`config.mk`:
```
export PLATFORM = sky130hd
export DESIGN_NAME = commutation_sequencer
export DESIGN_NICKNAME = d
export VERILOG_FILES = /design/src/rtl/commutation_sequencer_pkg.sv /design/src/rtl/commutation_sequencer_lut.sv /design/src/rtl/commutation_sequencer.sv
export SDC_FILE = /design/constraint.sdc
export NUM_CORES = 1
export LEC_CHECK = 0
export ABC_AREA = 1
export CELL_PAD_IN_SITES_DETAIL_PLACEMENT = 1
export CELL_PAD_IN_SITES_GLOBAL_PLACEMENT = 1
export CORE_UTILIZATION = 37
export CTS_CLUSTER_SIZE = 8
export DETAILED_ROUTE_END_ITERATION = 10
export GPL_TIMING_DRIVEN = 0
export PLACE_DENSITY = 0.73
export SLEW_MARGIN = 30
export SYNTH_ARGS = -nofsm -noshare
export SYNTH_HDL_FRONTEND = slang
export SYNTH_SLANG_ARGS = --single-unit
```
`constraint.sdc`:
```
create_clock -name clk -period 2.3 [get_ports clk]
set_input_delay 0.575 -clock clk [delete_from_list [all_inputs] [get_ports clk]]
set_output_delay 0.575 -clock clk [all_outputs]
set_load 0.1 [all_outputs]
```
`src/rtl/commutation_sequencer_pkg.sv`:
```
// Shared types and constants for the six-step commutation sequencer.
package commutation_sequencer_pkg;

    typedef enum logic [1:0] {
        ST_IDLE  = 2'd0,
        ST_DEAD  = 2'd1,
        ST_RUN   = 2'd2,
        ST_BRAKE = 2'd3
    } state_t;

    localparam int STEP_COUNT = 6;

    // Gate byte layout: [7]/[6] A high/low, [5]/[4] B high/low, [3]/[2] C high/low.
    localparam logic [7:0] STEP_PAT_0 = 8'h90;
    localparam logic [7:0] STEP_PAT_1 = 8'h18;
    localparam logic [7:0] STEP_PAT_2 = 8'h48;
    localparam logic [7:0] STEP_PAT_3 = 8'h60;
    localparam logic [7:0] STEP_PAT_4 = 8'h24;
    localparam logic [7:0] STEP_PAT_5 = 8'h84;

    // All three low-side switches on.
    localparam logic [7:0] BRAKE_PATTERN = 8'h54;

    // Next step index, wrapping modulo STEP_COUNT in either direction.
    function automatic logic [2:0] step_next(input logic [2:0] step, input logic rev);
        if (rev) begin
            return (step == 3'd0) ? 3'(STEP_COUNT - 1) : step - 3'd1;
        end
        return (step == 3'(STEP_COUNT - 1)) ? 3'd0 : step + 3'd1;
    endfunction

endpackage

```
`src/rtl/commutation_sequencer_lut.sv`:
```
// Step index to gate drive pattern; out-of-range indices drive all gates off.
module commutation_pattern_lut
    import commutation_sequencer_pkg::*;
(
    input  logic [2:0] step,
    output logic [7:0] pattern
);

    // Pure table lookup.
    always_comb begin
        pattern = 8'h00;
        case (step)
            3'd0:    pattern = STEP_PAT_0;
            3'd1:    pattern = STEP_PAT_1;
            3'd2:    pattern = STEP_PAT_2;
            3'd3:    pattern = STEP_PAT_3;
            3'd4:    pattern = STEP_PAT_4;
            3'd5:    pattern = STEP_PAT_5;
            default: pattern = 8'h00;
        endcase
    end

endmodule

```
`src/rtl/commutation_sequencer.sv`:
```
// Six-step BLDC commutation sequencer with dead-time insertion, brake and
// a single-entry period configuration register.
module commutation_sequencer
    import commutation_sequencer_pkg::*;
#(
    parameter int         DEAD_CYCLES  = 2,
    parameter logic [7:0] RESET_PERIOD = 8'd255
) (
    input  logic       clk,
    input  logic       rst_n,
    input  logic       run_i,
    input  logic       dir_i,
    input  logic       brake_i,
    input  logic       cfg_valid_i,
    input  logic [7:0] period_i,
    output logic       cfg_ready_o,
    output logic [7:0] gate_o,
    output logic [2:0] step_o,
    output logic       step_strobe_o,
    output logic [1:0] state_o
);

    // Last value of the dead counter before leaving DEAD (unused when DEAD is skipped).
    localparam logic [3:0] DEAD_LAST = (DEAD_CYCLES == 0) ? 4'd0 : 4'(DEAD_CYCLES - 1);

    state_t     state_q, state_d;
    state_t     dead_tgt_q, dead_tgt_d;
    state_t     live_tgt;
    state_t     go_tgt;
    logic       go_dead;
    logic [3:0] dead_cnt_q, dead_cnt_d;
    logic [7:0] tick_q, tick_d;
    logic [7:0] tick_last;
    logic [2:0] step_q, step_d;
    logic       strobe_q, strobe_d;
    logic [7:0] gate_q, gate_d;
    logic [7:0] lut_pattern;
    logic [7:0] period_q;
    logic [7:0] pend_val_q;
    logic       pend_q;
    logic       advance;
    logic       accept;

    // A period of zero behaves as a one-cycle step.
    assign tick_last = ((period_q == 8'd0) ? 8'd1 : period_q) - 8'd1;

    // Where the inputs currently ask the drive to go; DEAD follows this live.
    assign live_tgt = brake_i ? ST_BRAKE : (run_i ? ST_RUN : ST_IDLE);

    assign cfg_ready_o = ~pend_q;
    assign accept      = cfg_valid_i & ~pend_q;

    commutation_pattern_lut u_lut (
        .step    (step_d),
        .pattern (lut_pattern)
    );

    // Next-state, step and counter logic.
    always_comb begin
        state_d    = state_q;
        dead_tgt_d = dead_tgt_q;
        dead_cnt_d = dead_cnt_q;
        tick_d     = tick_q;
        step_d     = step_q;
        strobe_d   = 1'b0;
        advance    = 1'b0;
        go_dead    = 1'b0;
        go_tgt     = ST_IDLE;

        case (state_q)
            ST_IDLE: begin
                if (brake_i || run_i) begin
                    go_dead = 1'b1;
                    go_tgt  = live_tgt;
                end
            end
            ST_DEAD: begin
                dead_tgt_d = live_tgt;
                if (dead_cnt_q == DEAD_LAST) begin
                    state_d    = live_tgt;
                    dead_cnt_d = 4'd0;
                end else begin
                    dead_cnt_d = dead_cnt_q + 4'd1;
                end
            end
            ST_RUN: begin
                if (brake_i || !run_i) begin
                    go_dead = 1'b1;
                    go_tgt  = live_tgt;
                    tick_d  = 8'd0;
                end else if (tick_q == tick_last) begin
                    advance  = 1'b1;
                    step_d   = step_next(step_q, dir_i);
                    strobe_d = 1'b1;
                    tick_d   = 8'd0;
                    go_dead  = 1'b1;
                    go_tgt   = ST_RUN;
                end else begin
                    tick_d = tick_q + 8'd1;
                end
            end
            ST_BRAKE: begin
                if (!brake_i) begin
                    go_dead = 1'b1;
                    go_tgt  = live_tgt;
                end
            end
            default: state_d = ST_IDLE;
        endcase

        // Every new drive pattern is preceded by the all-off window unless it is zero length.
        if (go_dead) begin
            if (DEAD_CYCLES == 0) begin
                state_d = go_tgt;
            end else begin
                state_d    = ST_DEAD;
                dead_tgt_d = go_tgt;
                dead_cnt_d = 4'd0;
            end
        end
    end

    // Gate drive for the state being entered, so the registered output matches state_o.
    always_comb begin
        gate_d = 8'h00;
        case (state_d)
            ST_RUN:   gate_d = lut_pattern;
            ST_BRAKE: gate_d = BRAKE_PATTERN;
            default:  gate_d = 8'h00;
        endcase
    end

    // State, counters and registered outputs; reset turns all gates off immediately.
    always_ff @(posedge clk or negedge rst_n) begin
        if (!rst_n) begin
            state_q    <= ST_IDLE;
            dead_tgt_q <= ST_IDLE;
            dead_cnt_q <= 4'd0;
            tick_q     <= 8'd0;
            step_q     <= 3'd0;
            strobe_q   <= 1'b0;
            gate_q     <= 8'h00;
        end else begin
            state_q    <= state_d;
            dead_tgt_q <= dead_tgt_d;
            dead_cnt_q <= dead_cnt_d;
            tick_q     <= tick_d;
            step_q     <= step_d;
            strobe_q   <= strobe_d;
            gate_q     <= gate_d;
        end
    end

    // Period config: hold one pending value, apply it at a step boundary or straight away when idle.
    always_ff @(posedge clk or negedge rst_n) begin
        if (!rst_n) begin
            period_q   <= RESET_PERIOD;
            pend_val_q <= 8'd0;
            pend_q     <= 1'b0;
        end else if (pend_q && (advance || state_q == ST_IDLE)) begin
            period_q <= pend_val_q;
            pend_q   <= 1'b0;
        end else if (accept) begin
            pend_val_q <= period_i;
            pend_q     <= 1'b1;
        end
    end

    assign gate_o        = gate_q;
    assign step_o        = step_q;
    assign step_strobe_o = strobe_q;
    assign state_o       = state_q;

endmodule
```
==> impl_metrics.sql, run 1 <==
INSERT INTO impl_metrics (metric_group, metric, value, unit) VALUES
('run_status', 'status', 'complete, but fails checks', ''),
('run_status', 'failed_checks', 'setup timing', ''),
('placement', 'finalWeightedCongestion', '0.756', ''),
('die', 'rows', '28', ''),
('die', 'start_util', '38.3', '%'),
('layout', 'drive_gt1_share', '39.9', '%'),
('sta', 'worst_hold_slack', '0.208', 'ns'),
('sta', 'finalMaxSlewViolations', '0', ''),
('critical_path', 'setup.worst_path.end', 'gate_o[3]', ''),
('power_and_ir_drop', 'pwr_density_cell', '1450', 'nW/um^2'),
('sta', 'finClkSkew', '0.00289', 'ns'),
('layout', 'insertedDiodeCount', '0', ''),
('die', 'floorplan.die.width', '80.1', 'um'),
('critical_path', 'crit_type', 'flop to flop', ''),
('sta', 'setup_viols_final', '17', ''),
('logic_synthesis', 'average_cell_area_after_synthesis', '8.74', 'um^2'),
('sta', 'slew_headroom', '36.4', '%'),
('logic_synthesis', 'netlist_top_cells_area', 'sky130_fd_sc_hd__dfrtp_1 37%, sky130_fd_sc_hd__dfstp_2 9.3%, sky130_fd_sc_hd__nand2_1 6.7%', ''),
('logic_synthesis', 'yosysSeqAreaShare', '45.9', '%'),
('clock_tree', 'tritoncts_num_sinks', '41', ''),
('sta', 'tightest_slew', '0.958', 'ns'),
('logic_synthesis', 'post-synth-top-area-cell', 'sky130_fd_sc_hd__dfrtp_1', ''),
('clock_tree', 'cts-root-buf', 'sky130_fd_sc_hd__clkbuf_8', ''),
('critical_path', 'setup.reg_to_reg.worst_slack', '-0.17', 'ns'),
('logic_synthesis', 'synth_area', '2260', 'um^2'),
('layout', 'area_delta_synth_final', '39.9', '%'),
('logic_synthesis', 'ys.warnings.count', '0', ''),
('power_and_ir_drop', 'power_switching', '2.26', 'mW'),
('placement', 'placed_cells', '361', ''),
('die', 'design.die.area', '6410', 'um^2'),
('power_and_ir_drop', 'power.clock.fraction', '10.3', '%'),
('global_routing', 'grt_first_pass_wirelength', '8510', 'um'),
('route', 'drtAntennaViolNets', '0', ''),
('route', 'totalWireLength', '5560', 'um'),
('sta', 'fmax', '0.405', 'GHz'),
('route', 'wl_met2', '2840', 'um'),
('die', 'die_y', '80.1', 'um'),
('power_and_ir_drop', 'worst_ir_drop_vdd', '0.754', 'mV'),
('critical_path', 'rr_startpoint', 'period_q[2]', ''),
('logic_synthesis', 'synthesis.instances', '258', ''),
('sta', 'hold_viol_final', '0', ''),
('route', 'top_layer', 'met4', ''),
('layout', 'finalNonFillerCells', '391', ''),
('route', 'routed-wl-met3', '82', 'um'),
('clock_tree', 'clkSlewWorstSetupHoldPaths', '0.08', 'ns'),
('critical_path', 'cp-end-kind', 'flop', ''),
('global_routing', 'grt_overflow', '0', ''),
('power_and_ir_drop', 'leakage', '1.53', 'nW'),
('global_routing', 'first_global_vias', '1833', ''),
('global_routing', 'total_routing_usage_gr', '17.4', '%'),
('sta', 'final.period_utilization', '107', '%'),
('critical_path', 'critical_path.reg2reg.endpoint', 'gate_o[3]', ''),
('global_routing', 'grt_antenna_before_repair', '0', ''),
('clock_tree', 'tritoncts.num_buffers', '5', ''),
('die', 'num_io_pins', '29', ''),
('critical_path', 'worstSetupStartpointType', 'flop', ''),
('layout', 'fin_nets', '334', ''),
('power_and_ir_drop', 'power.internal', '2.32', 'mW'),
('critical_path', 'max_fanout_on_critical_path', '5', ''),
('logic_synthesis', 'synth_largest_type_area_fraction', '36.6', '%'),
('route', 'vias', '1899', ''),
('route', 'drt-vias-per-instance', '4.86', ''),
('clock_tree', 'clock_insertion_delay_worst_skew', '0.30', 'ns'),
('die', 'fp.coreArea', '5890', 'um^2'),
('sta', 'fin_ws', '-0.168', 'ns'),
('min_path', 'timing.hold.worst.class', 'primary input to async pin', ''),
('clock_tree', 'max-clock-path-buffers', '2', ''),
('clock_tree', 'htree_num_levels', '2', ''),
('route', 'average_wire_length_per_cell_after_detail_routing', '14.2', 'um'),
('critical_path', 'critPathRequiredTime', '2.53', 'ns'),
('placement', 'detailedPlace.worstSlack', '-0.285', 'ns');
[what timing repair did]
| action | CTS | global route |
|---|---|---|
| buffers inserted | 11 | 10 |
| cloned | 0 | 1 |
| resized for setup | 40 | 56 |
| setup endpoints to repair | 42 | 28 |
| pin swaps | 12 | 14 |
[per-layer routing]
| layer | vias to the layer above | global-route usage [%] |
|---|---|---|
| met3 | 6 | 2.73 |
| li1 | 937 | - |
| met1 | 938 | 23.6 |
| met5 | - | 0 |
| met4 | 0 | 5.89 |
| met2 | 18 | 28.3 |
[sequential cells by signal (all words and copies together) (netlist names)]
register,flops
state_o,2
tick_q,8
pend_val_q,8
pend_q,1
step_strobe_o,1
dead_cnt_q,4
step_o,3
gate_o,6
period_q,8
[cell usage after synthesis]
master / number
sky130_fd_sc_hd__nand2_1: 40
sky130_fd_sc_hd__dfrtp_1: 33
sky130_fd_sc_hd__inv_1: 32
sky130_fd_sc_hd__nor2_1: 23
sky130_fd_sc_hd__nand2_2: 15
sky130_fd_sc_hd__a21oi_1: 14
sky130_fd_sc_hd__nand3_1: 11
sky130_fd_sc_hd__xor2_1: 11
sky130_fd_sc_hd__dfstp_2: 8
sky130_fd_sc_hd__inv_2: 8
sky130_fd_sc_hd__nand4_1: 7
sky130_fd_sc_hd__o21ai_0: 7
sky130_fd_sc_hd__xnor2_1: 6
sky130_fd_sc_hd__ha_1: 5
sky130_fd_sc_hd__o21ai_1: 5
sky130_fd_sc_hd__mux2_2: 3
sky130_fd_sc_hd__nor2_4: 3
sky130_fd_sc_hd__o22ai_1: 3
sky130_fd_sc_hd__a31oi_1: 2
sky130_fd_sc_hd__buf_4: 2
sky130_fd_sc_hd__nand2_4: 2
sky130_fd_sc_hd__nor2_2: 2
sky130_fd_sc_hd__o31ai_1: 2
sky130_fd_sc_hd__a21boi_4: 1
sky130_fd_sc_hd__a2bb2oi_1: 1
sky130_fd_sc_hd__buf_2: 1
sky130_fd_sc_hd__clkbuf_1: 1
sky130_fd_sc_hd__clkinv_1: 1
sky130_fd_sc_hd__conb_1: 1
sky130_fd_sc_hd__nand3_2: 1
sky130_fd_sc_hd__nand3_4: 1
sky130_fd_sc_hd__nor2_8: 1
sky130_fd_sc_hd__nor3_1: 1
sky130_fd_sc_hd__nor3_4: 1
sky130_fd_sc_hd__nor3b_1: 1
sky130_fd_sc_hd__o21ai_2: 1
sky130_fd_sc_hd__or2_0: 1
[layout by cell type, fill, tap and decap left out, types with 4 or more instances in the layout]
cell type and n:
sky130_fd_sc_hd__inv_4 6, sky130_fd_sc_hd__o21ai_2 7, sky130_fd_sc_hd__buf_4 20, sky130_fd_sc_hd__nor2_4 4
sky130_fd_sc_hd__o21ai_0 4, sky130_fd_sc_hd__nand3_1 9, sky130_fd_sc_hd__nand2_1 19, sky130_fd_sc_hd__nand2_4 18
sky130_fd_sc_hd__nor2_1 22, sky130_fd_sc_hd__xor2_1 11, sky130_fd_sc_hd__dlygate4sd2_1 12, sky130_fd_sc_hd__buf_6 5
sky130_fd_sc_hd__inv_2 7, sky130_fd_sc_hd__xnor2_1 4, sky130_fd_sc_hd__inv_1 27, sky130_fd_sc_hd__a21oi_1 12
sky130_fd_sc_hd__clkdlybuf4s50_1 12, sky130_fd_sc_hd__ha_1 4, sky130_fd_sc_hd__nand4_1 7, sky130_fd_sc_hd__nand2_2 19
sky130_fd_sc_hd__dfstp_2 8, sky130_fd_sc_hd__dfrtp_1 33, sky130_fd_sc_hd__clkbuf_8 5
[kinds of logic (layout without fill, tap and decap cells)]
kind of cell / Yosys count / in the layout / synth area share (%)
other: 1 / 2 / 0.166
adders and majority gates: 5 / 5 / 2.77
DFF: 41 / 41 / 45.9
buffers and inverters: 45 / 102 / 7.88
AOI/OAI and AO/OA: 36 / 36 / 9.43
muxes: 3 / 3 / 1.50
xor gates and xnor gates: 17 / 17 / 6.60
and+or+nand+nor: 110 / 110 / 25.7
[power by group through the flow]
stage / Sequential [mW] / Combinational [mW] / Clock, mW
CTS: 1.28 / 2.34 / 0.483
detailed placement: 1.32 / 2.11 / 0
finish: 1.30 / 2.80 / 0.474
floorplan: 1.60 / 1.37 / 0
global placement: 1.30 / 2.06 / 0
global route: 1.34 / 3.02 / 0.518
[final cells by class]
cell class | count | area (um^2) | area share (%)
tap | 75 | 93.8 | 2.97
sequential | 41 | 1040 | 32.8
clock inverter | 3 | 17.5 | 0.555
timing repair buffer | 49 | 440 | 14.0
multi-input combinational | 173 | 1300 | 41.2
clock buffer | 5 | 68.8 | 2.18
inverter | 41 | 170 | 5.39
buffer | 4 | 30.0 | 0.952
[through the flow]
step                      area [um^2]  util [%]
after floorplan                  2260         -
after global placement           2610      44.4
after detailed placement         2630      44.7
after CTS                        2870      48.8
after global routing             3160      53.6
final                            3160      53.6
[how the worst min path moves through the flow]
stage | slack (ns) | end | start
2_1_floorplan | 0.28 | dead_cnt_q[0] | rst_n
3_3_place_gp | 0.47 | period_q[0] | pend_val_q[0]
3_5_place_dp | 0.48 | period_q[4] | pend_val_q[4]
4_1_cts | 0.22 | pend_val_q[0] | rst_n
5_1_grt | 0.24 | pend_val_q[2] | rst_n
6_report | 0.21 | pend_val_q[2] | rst_n
[critical path, stage by stage, from the launching register on]
cell and delay [ns]:
sky130_fd_sc_hd__dfstp_2 0.55, sky130_fd_sc_hd__inv_2 0.04, sky130_fd_sc_hd__nand2_2 0.08, sky130_fd_sc_hd__nor2_4 0.04, sky130_fd_sc_hd__nand2_4 0.08, sky130_fd_sc_hd__nand2_4 0.05, sky130_fd_sc_hd__inv_2 0.06, sky130_fd_sc_hd__ha_4 0.16
sky130_fd_sc_hd__xnor2_2 0.12, sky130_fd_sc_hd__xor2_1 0.22, sky130_fd_sc_hd__nand2_2 0.12, sky130_fd_sc_hd__nor2_8 0.13, sky130_fd_sc_hd__nand3_4 0.17, sky130_fd_sc_hd__nand2_4 0.13, sky130_fd_sc_hd__nand2_8 0.08, sky130_fd_sc_hd__inv_4 0.08
sky130_fd_sc_hd__nand2_4 0.04, sky130_fd_sc_hd__nand2_1 0.07, sky130_fd_sc_hd__nand2_1 0.07, sky130_fd_sc_hd__nor2_1 0.09
Note: power is estimated with default switching activity, not from simulation.
==> run 2: changes to the inputs <==
- CORE_ASPECT_RATIO: default -> 0.9
==> run 2 against run 1 <==
Net effect:
- the flow finishes with violations (DRC, setup timing)
- clock-buffer cell count unchanged
- final cell count down 2.0%
- wire length grew 3.8%
- global-route usage grew 0.73 points
- via count is 0.47% higher
- clock power is essentially flat
- worst setup slack got worse by 0.040 ns
- sequential share of layout area rose by 0.24 points
- non-clock buffer count is 3 lower
- utilization grew 0.49 points
- cell area fell by 0.71%
- fmax down 1.6%
==> impl_metrics.sql, run 2 (synthesis gave the netlist of run 1 again) <==
INSERT INTO impl_metrics (metric_group, metric, value, unit) VALUES
('run_status', 'status', 'complete, but fails checks', ''),
('run_status', 'failed_checks', 'DRC, setup timing', ''),
('critical_path', 'crit_type', 'flop to flop', ''),
('placement', 'finalWeightedCongestion', '0.764', ''),
('placement', 'placed_cells', '356', ''),
('power_and_ir_drop', 'pwr_density_cell', '1450', 'nW/um^2'),
('critical_path', 'cp-end-kind', 'flop', ''),
('route', 'drt-initial-drc-count', '56', ''),
('layout', 'fin_nets', '331', ''),
('sta', 'final_period_minus_worst_setup_slack', '2.51', 'ns'),
('critical_path', 'worst_ep_arrival_time', '2.74', 'ns'),
('die', 'design.die.area', '6410', 'um^2'),
('sta', 'grt_setup_unrepaired', 'true', ''),
('power_and_ir_drop', 'leakage', '1.52', 'nW'),
('layout', 'layout_common_cells', '33 x sky130_fd_sc_hd__dfrtp_1, 27 x sky130_fd_sc_hd__inv_1, 22 x sky130_fd_sc_hd__nand2_1', ''),
('route', 'drt-vias-per-instance', '4.98', ''),
('sta', 'fmax', '0.399', 'GHz'),
('placement', 'dp_hpwl', '3860', 'um'),
('route', '1st_pass_router_iterations', '7', ''),
('clock_tree', 'htree_num_levels', '2', ''),
('sta', 'hold_viol_final', '0', ''),
('global_routing', 'total_routing_usage_gr', '18.1', '%'),
('sta', 'finalMaxSlewViolations', '0', ''),
('clock_tree', 'cts_tree', 'done', ''),
('sta', 'tightest_slew', '0.973', 'ns'),
('die', 'floorplan.die.width', '84.3', 'um'),
('sta', 'slew_headroom', '35.4', '%'),
('route', 'average_wire_length_per_cell_after_detail_routing', '15.1', 'um'),
('layout', 'drive_gt1_share', '38.7', '%'),
('layout', 'post-route-util', '54.1', '%'),
('critical_path', 'worstRegToRegCells', '17', ''),
('layout', 'final_common_cell', 'sky130_fd_sc_hd__dfrtp_1', ''),
('route', 'drtAntennaViolNets', '0', ''),
('layout', 'insertedDiodeCount', '0', ''),
('clock_tree', 'cts-hold-fix-buffers', '0', ''),
('layout', 'area_delta_synth_final', '38.9', '%'),
('placement', 'detailedPlace.worstSlack', '-0.354', 'ns'),
('layout', 'design_area', '3130', 'um^2'),
('sta', 'fin_ws', '-0.207', 'ns'),
('placement', 'port_buffers', '26', ''),
('critical_path', 'worstSetupStartpointType', 'flop', ''),
('critical_path', 'max_fanout_on_critical_path', '5', ''),
('clock_tree', 'clock_insertion_delay_worst_skew', '0.30', 'ns'),
('route', 'drcViolationCount', '4', ''),
('global_routing', 'grt_first_pass_wirelength', '9130', 'um'),
('sta', 'worst_hold_slack', '0.225', 'ns'),
('die', 'rows', '26', ''),
('run', 'max_capacitance_violation_count', '0', ''),
('layout', 'reg_top3', 'pend_val_q: 8 flops, period_q: 8 flops, tick_q: 8 flops', ''),
('route', 'vias', '1908', ''),
('die', 'die_y', '76.1', 'um'),
('global_routing', 'grt_antenna_before_repair', '0', ''),
('min_path', 'timing.hold.worst.class', 'primary input to async pin', ''),
('global_routing', 'first_global_vias', '1898', ''),
('die', 'num_io_pins', '29', ''),
('global_routing', 'grt_max_degree', '25', ''),
('critical_path', 'rr_startpoint', 'period_q[7]', ''),
('critical_path', 'critical_path.reg2reg.endpoint', 'gate_o[5]', ''),
('clock_tree', 'clkSlewWorstSetupHoldPaths', '0.09', 'ns'),
('clock_tree', 'cts-root-buf', 'sky130_fd_sc_hd__clkbuf_8', ''),
('sta', 'finClkSkew', '0.00946', 'ns'),
('clock_tree', 'tritoncts_num_sinks', '41', ''),
('critical_path', 'critPathRequiredTime', '2.54', 'ns'),
('die', 'start_util', '39.0', '%'),
('sta', 'setup_viols_final', '26', ''),
('clock_tree', 'max-clock-path-buffers', '2', ''),
('route', 'totalWireLength', '5780', 'um'),
('global_routing', 'grt_overflow', '0', ''),
('die', 'fp.coreArea', '5790', 'um^2'),
('power_and_ir_drop', 'totalPowerFinal', '4.55', 'mW'),
('placement', 'placed_area', '2630', 'um^2'),
('layout', 'finalNonFillerCells', '383', ''),
('critical_path', 'setup.reg_to_reg.worst_slack', '-0.21', 'ns'),
('sta', 'timing.setup.tns', '-2.64', 'ns'),
('power_and_ir_drop', 'worst_ir_drop_vdd', '0.803', 'mV'),
('sta', 'final.period_utilization', '109', '%'),
('clock_tree', 'tritoncts.num_buffers', '5', '');
==> run 2: metal layers <==
metal	wire length [um]	vias to the layer above	GRT usage [%]
li1	-	927	-
met5	0	-	0
met3	151	6	4.01
met4	51	0	5.00
met2	2900	21	29.3
met1	2670	954	24.5
==> run 2: critical path, stage by stage, from the launching register on <==
cell and delay, ns:
sky130_fd_sc_hd__dfstp_2 0.38, sky130_fd_sc_hd__inv_2 0.06, sky130_fd_sc_hd__nand2_1 0.07, sky130_fd_sc_hd__nor2_2 0.16
sky130_fd_sc_hd__nand2_4 0.08, sky130_fd_sc_hd__nand2_4 0.08, sky130_fd_sc_hd__inv_4 0.04, sky130_fd_sc_hd__ha_4 0.25
sky130_fd_sc_hd__xor2_1 0.29, sky130_fd_sc_hd__nand2_4 0.11, sky130_fd_sc_hd__nor2_8 0.16, sky130_fd_sc_hd__nand3_4 0.18
sky130_fd_sc_hd__nand2_4 0.15, sky130_fd_sc_hd__nand2_8 0.07, sky130_fd_sc_hd__buf_6 0.14, sky130_fd_sc_hd__nand2_4 0.07
sky130_fd_sc_hd__nand3_2 0.07, sky130_fd_sc_hd__nor2_1 0.08
==> run 2: layout make-up <==
class,instances,area (um^2)
fill,679,2660
multi-input combinational,173,1280
sequential,41,1040
timing repair buffer,46,434
inverter,41,178
tap,70,87.6
clock buffer,5,68.8
buffer,4,33.8
clock inverter,3,17.5
==> run 2: where the power goes <==
group          internal (mW)  total (mW)  leakage [nW]  switching, mW
Combinational           1.03        2.78         0.984           1.75
Sequential              1.06        1.30         0.491          0.238
Clock                  0.210       0.476        0.0439          0.267
==> run 2: worst max path at each step <==
stage                      startpoint   endpoint  slack (ns)  depth (start not counted)
after floorplan            state_o[1]  gate_o[5]        0.03                         11
after global placement          rst_n  gate_o[6]       -0.43                          1
after detailed placement  period_q[2]  gate_o[3]       -0.35                         19
after CTS                 period_q[3]  gate_o[7]       -0.12                         19
after global routing      period_q[7]  gate_o[5]       -0.35                         17
final                     period_q[7]  gate_o[5]       -0.21                         17
==> run 2: repair_timing <==
item                       in CTS  in global routing
resized for setup              47                 43
setup endpoints to repair      44                 27
buffers inserted                9                  9
cloned                          0                  1
pin swaps                      19                 21
==> run 3: changes to the inputs <==
- CORE_UTILIZATION: 37 -> 45
- PLACE_DENSITY: 0.73 -> 0.83
- clock period: 2.3 -> 3.2 ns (I/O delays scaled with it)
==> run 3 against run 2 <==
Net effect:
- the run now ends clean
- non-clock buffer count down 19
- via count shrank 6.6%
- register-to-register slack improved by 0.77 ns
- sequential cell count unchanged
- cell area decreased by 14%
- die area is 17% lower
- combinational power fell by 45%
- worst setup slack better by 0.68 ns
- total power decreased by 38%
- critical path depth shrank 16
- wire length is 12% lower
- largest power group unchanged
==> impl_metrics.sql, run 3 (synthesis gave the netlist of run 1 again) <==
INSERT INTO impl_metrics (metric_group, metric, value, unit) VALUES
('clock_tree', 'cts-hold-fix-buffers', '0', ''),
('min_path', 'timing.hold.worst.class', 'primary input to async pin', ''),
('critical_path', 'critical-path-slowest-cell', 'sky130_fd_sc_hd__clkdlybuf4s50_1', ''),
('power_and_ir_drop', 'leakage', '1.30', 'nW'),
('layout', 'reg_top3', 'pend_val_q: 8 flops, period_q: 8 flops, tick_q: 8 flops', ''),
('die', 'design.die.area', '5300', 'um^2'),
('critical_path', 'timing.critical_path.cells', 'clkdlybuf4s50_1', ''),
('route', 'totalWireLength', '5100', 'um'),
('clock_tree', 'post_cts.repair.setup_buffers', '0', ''),
('sta', 'setup_viols_final', '0', ''),
('critical_path', 'worstSetupStartpointType', 'flop', ''),
('global_routing', 'grt_first_pass_wirelength', '8940', 'um'),
('sta', 'finalMaxSlewViolations', '0', ''),
('critical_path', 'critPathRequiredTime', '2.40', 'ns'),
('placement', 'dp_hpwl', '3970', 'um'),
('run_status', 'status', 'finished, final reports clean', ''),
('layout', 'post-route-util', '55.8', '%'),
('layout', 'drive_gt1_share', '19.4', '%'),
('clock_tree', 'cts_tree', 'done', ''),
('critical_path', 'crit_type', 'flop to output pin', ''),
('power_and_ir_drop', 'pwr_density_cell', '1040', 'nW/um^2'),
('clock_tree', 'cts_resized', '0', ''),
('sta', 'slew_headroom', '34.9', '%'),
('run', 'max_capacitance_violation_count', '0', ''),
('die', 'rows', '24', ''),
('clock_tree', 'clock_insertion_delay_worst_skew', '0.29', 'ns'),
('sta', 'hold_viol_final', '0', ''),
('global_routing', 'first_global_vias', '1967', ''),
('placement', 'port_buffers', '26', ''),
('critical_path', 'max_fanout_on_critical_path', '5', ''),
('clock_tree', 'htree_num_levels', '2', ''),
('die', 'num_io_pins', '29', ''),
('route', 'drt-vias-per-instance', '4.96', ''),
('route', 'drcViolationCount', '0', ''),
('layout', 'fin_nets', '312', ''),
('sta', 'fin_ws', '0.477', 'ns'),
('layout', 'multiInputGateArea', '1050', 'um^2'),
('clock_tree', 'clkSlewWorstSetupHoldPaths', '0.08', 'ns'),
('placement', 'detailedPlace.worstSlack', '0.573', 'ns'),
('clock_tree', 'tritoncts_num_sinks', '41', ''),
('route', 'vias', '1782', ''),
('die', 'fp.coreArea', '4830', 'um^2'),
('layout', 'area_delta_synth_final', '19.5', '%'),
('sta', 'final_period_minus_worst_setup_slack', '2.72', 'ns'),
('die', 'die_y', '69.2', 'um'),
('sta', 'fmax', '0.367', 'GHz'),
('route', 'average_wire_length_per_cell_after_detail_routing', '14.2', 'um'),
('critical_path', 'worst-path-buf-inv', '1', ''),
('layout', 'final.fill_count', '585', ''),
('global_routing', 'total_routing_usage_gr', '21.6', '%'),
('clock_tree', 'tritoncts.num_buffers', '5', ''),
('layout', 'final_common_cell', 'sky130_fd_sc_hd__nand2_1', ''),
('route', 'drt-initial-drc-count', '59', ''),
('sta', 'finClkSkew', '0.00597', 'ns'),
('route', 'drtAntennaViolNets', '0', ''),
('power_and_ir_drop', 'worst_ir_drop_vdd', '0.582', 'mV'),
('layout', 'insertedDiodeCount', '0', ''),
('critical_path', 'cp-end-kind', 'output pin', ''),
('global_routing', 'grt_max_degree', '28', ''),
('route', '1st_pass_router_iterations', '4', ''),
('clock_tree', 'cts-root-buf', 'sky130_fd_sc_hd__clkbuf_8', ''),
('global_routing', 'grt_antenna_before_repair', '0', ''),
('die', 'start_util', '46.7', '%'),
('global_routing', 'grt_overflow', '0', ''),
('sta', 'grt_setup_unrepaired', 'false', ''),
('critical_path', 'worst_ep_arrival_time', '1.92', 'ns'),
('critical_path', 'timing.critical_path.slowest_cell_delay', '1.18', 'ns'),
('die', 'floorplan.die.width', '76.6', 'um'),
('sta', 'tightest_slew', '0.973', 'ns'),
('layout', 'regArea', '1040', 'um^2'),
('layout', 'layout_common_cells', '40 x sky130_fd_sc_hd__nand2_1, 33 x sky130_fd_sc_hd__dfrtp_1, 32 x sky130_fd_sc_hd__inv_1', ''),
('clock_tree', 'max-clock-path-buffers', '2', ''),
('sta', 'timing.setup.tns', '0', 'ns'),
('critical_path', 'cp_top_family', 'buffers and inverters', ''),
('placement', 'finalWeightedCongestion', '0.817', ''),
('sta', 'final.period_utilization', '85.1', '%');
[run 3: cell types whose count changed in the layout (fill, tap and decap cells not counted), sizes merged]
cell           previous run  this run
buf                      23         5
clkbuf                    7         9
dlygate4sd2              13         0
clkinv                    3         1
clkdlybuf4s50            12        25
clkinvlp                  1         0
[run 3: worst paths after layout]
check | start | end | slack (ns) | cells after the start
setup / recovery | state_o[1] | state_o[1] | 0.48 | 1
hold / removal | rst_n | step_o[2] | 0.42 | 1
setup reg to reg | period_q[0] | gate_o[3] | 0.56 | 16
hold reg to reg | pend_val_q[0] | period_q[0] | 0.49 | 2
max in group asynchronous | rst_n | period_q[7] | 2.22 | 2
min in group clk | pend_val_q[0] | period_q[0] | 0.49 | 2
[run 3: power breakdown]
group	internal [mW]	switching [mW]
Clock	0.155	0.171
Sequential	0.761	0.174
Combinational	0.494	1.05
Total	1.41	1.39
[run 3: layout make-up]
class / instances / area share (%)
buffer: 4 / 0.882
multi-input combinational: 173 / 38.8
tap: 65 / 3.02
inverter: 41 / 5.71
clock buffer: 8 / 2.97
sequential: 41 / 38.4
timing repair buffer: 27 / 10.2
[run 3: per-layer routing]
metal / part of all wire, % / GRT usage, %
met3: 2.6 / 3.95
met4: 2.1 / 8.12
met5: 0 / 0
met1: 49 / 29.2
met2: 47 / 34.8
[run 3: stage by stage]
step | power [mW] | instances | instance area, um^2 | hold WS (ns)
after floorplan | 2.13 | 259 | 2260 | 0.451
after global placement | 2.41 | 350 | 2600 | 0.464
after detailed placement | 2.49 | 351 | 2620 | 0.475
after CTS | 2.83 | 359 | 2700 | 0.416
after global routing | 3.02 | 359 | 2700 | 0.430
final | 2.80 | 359 | 2700 | 0.421
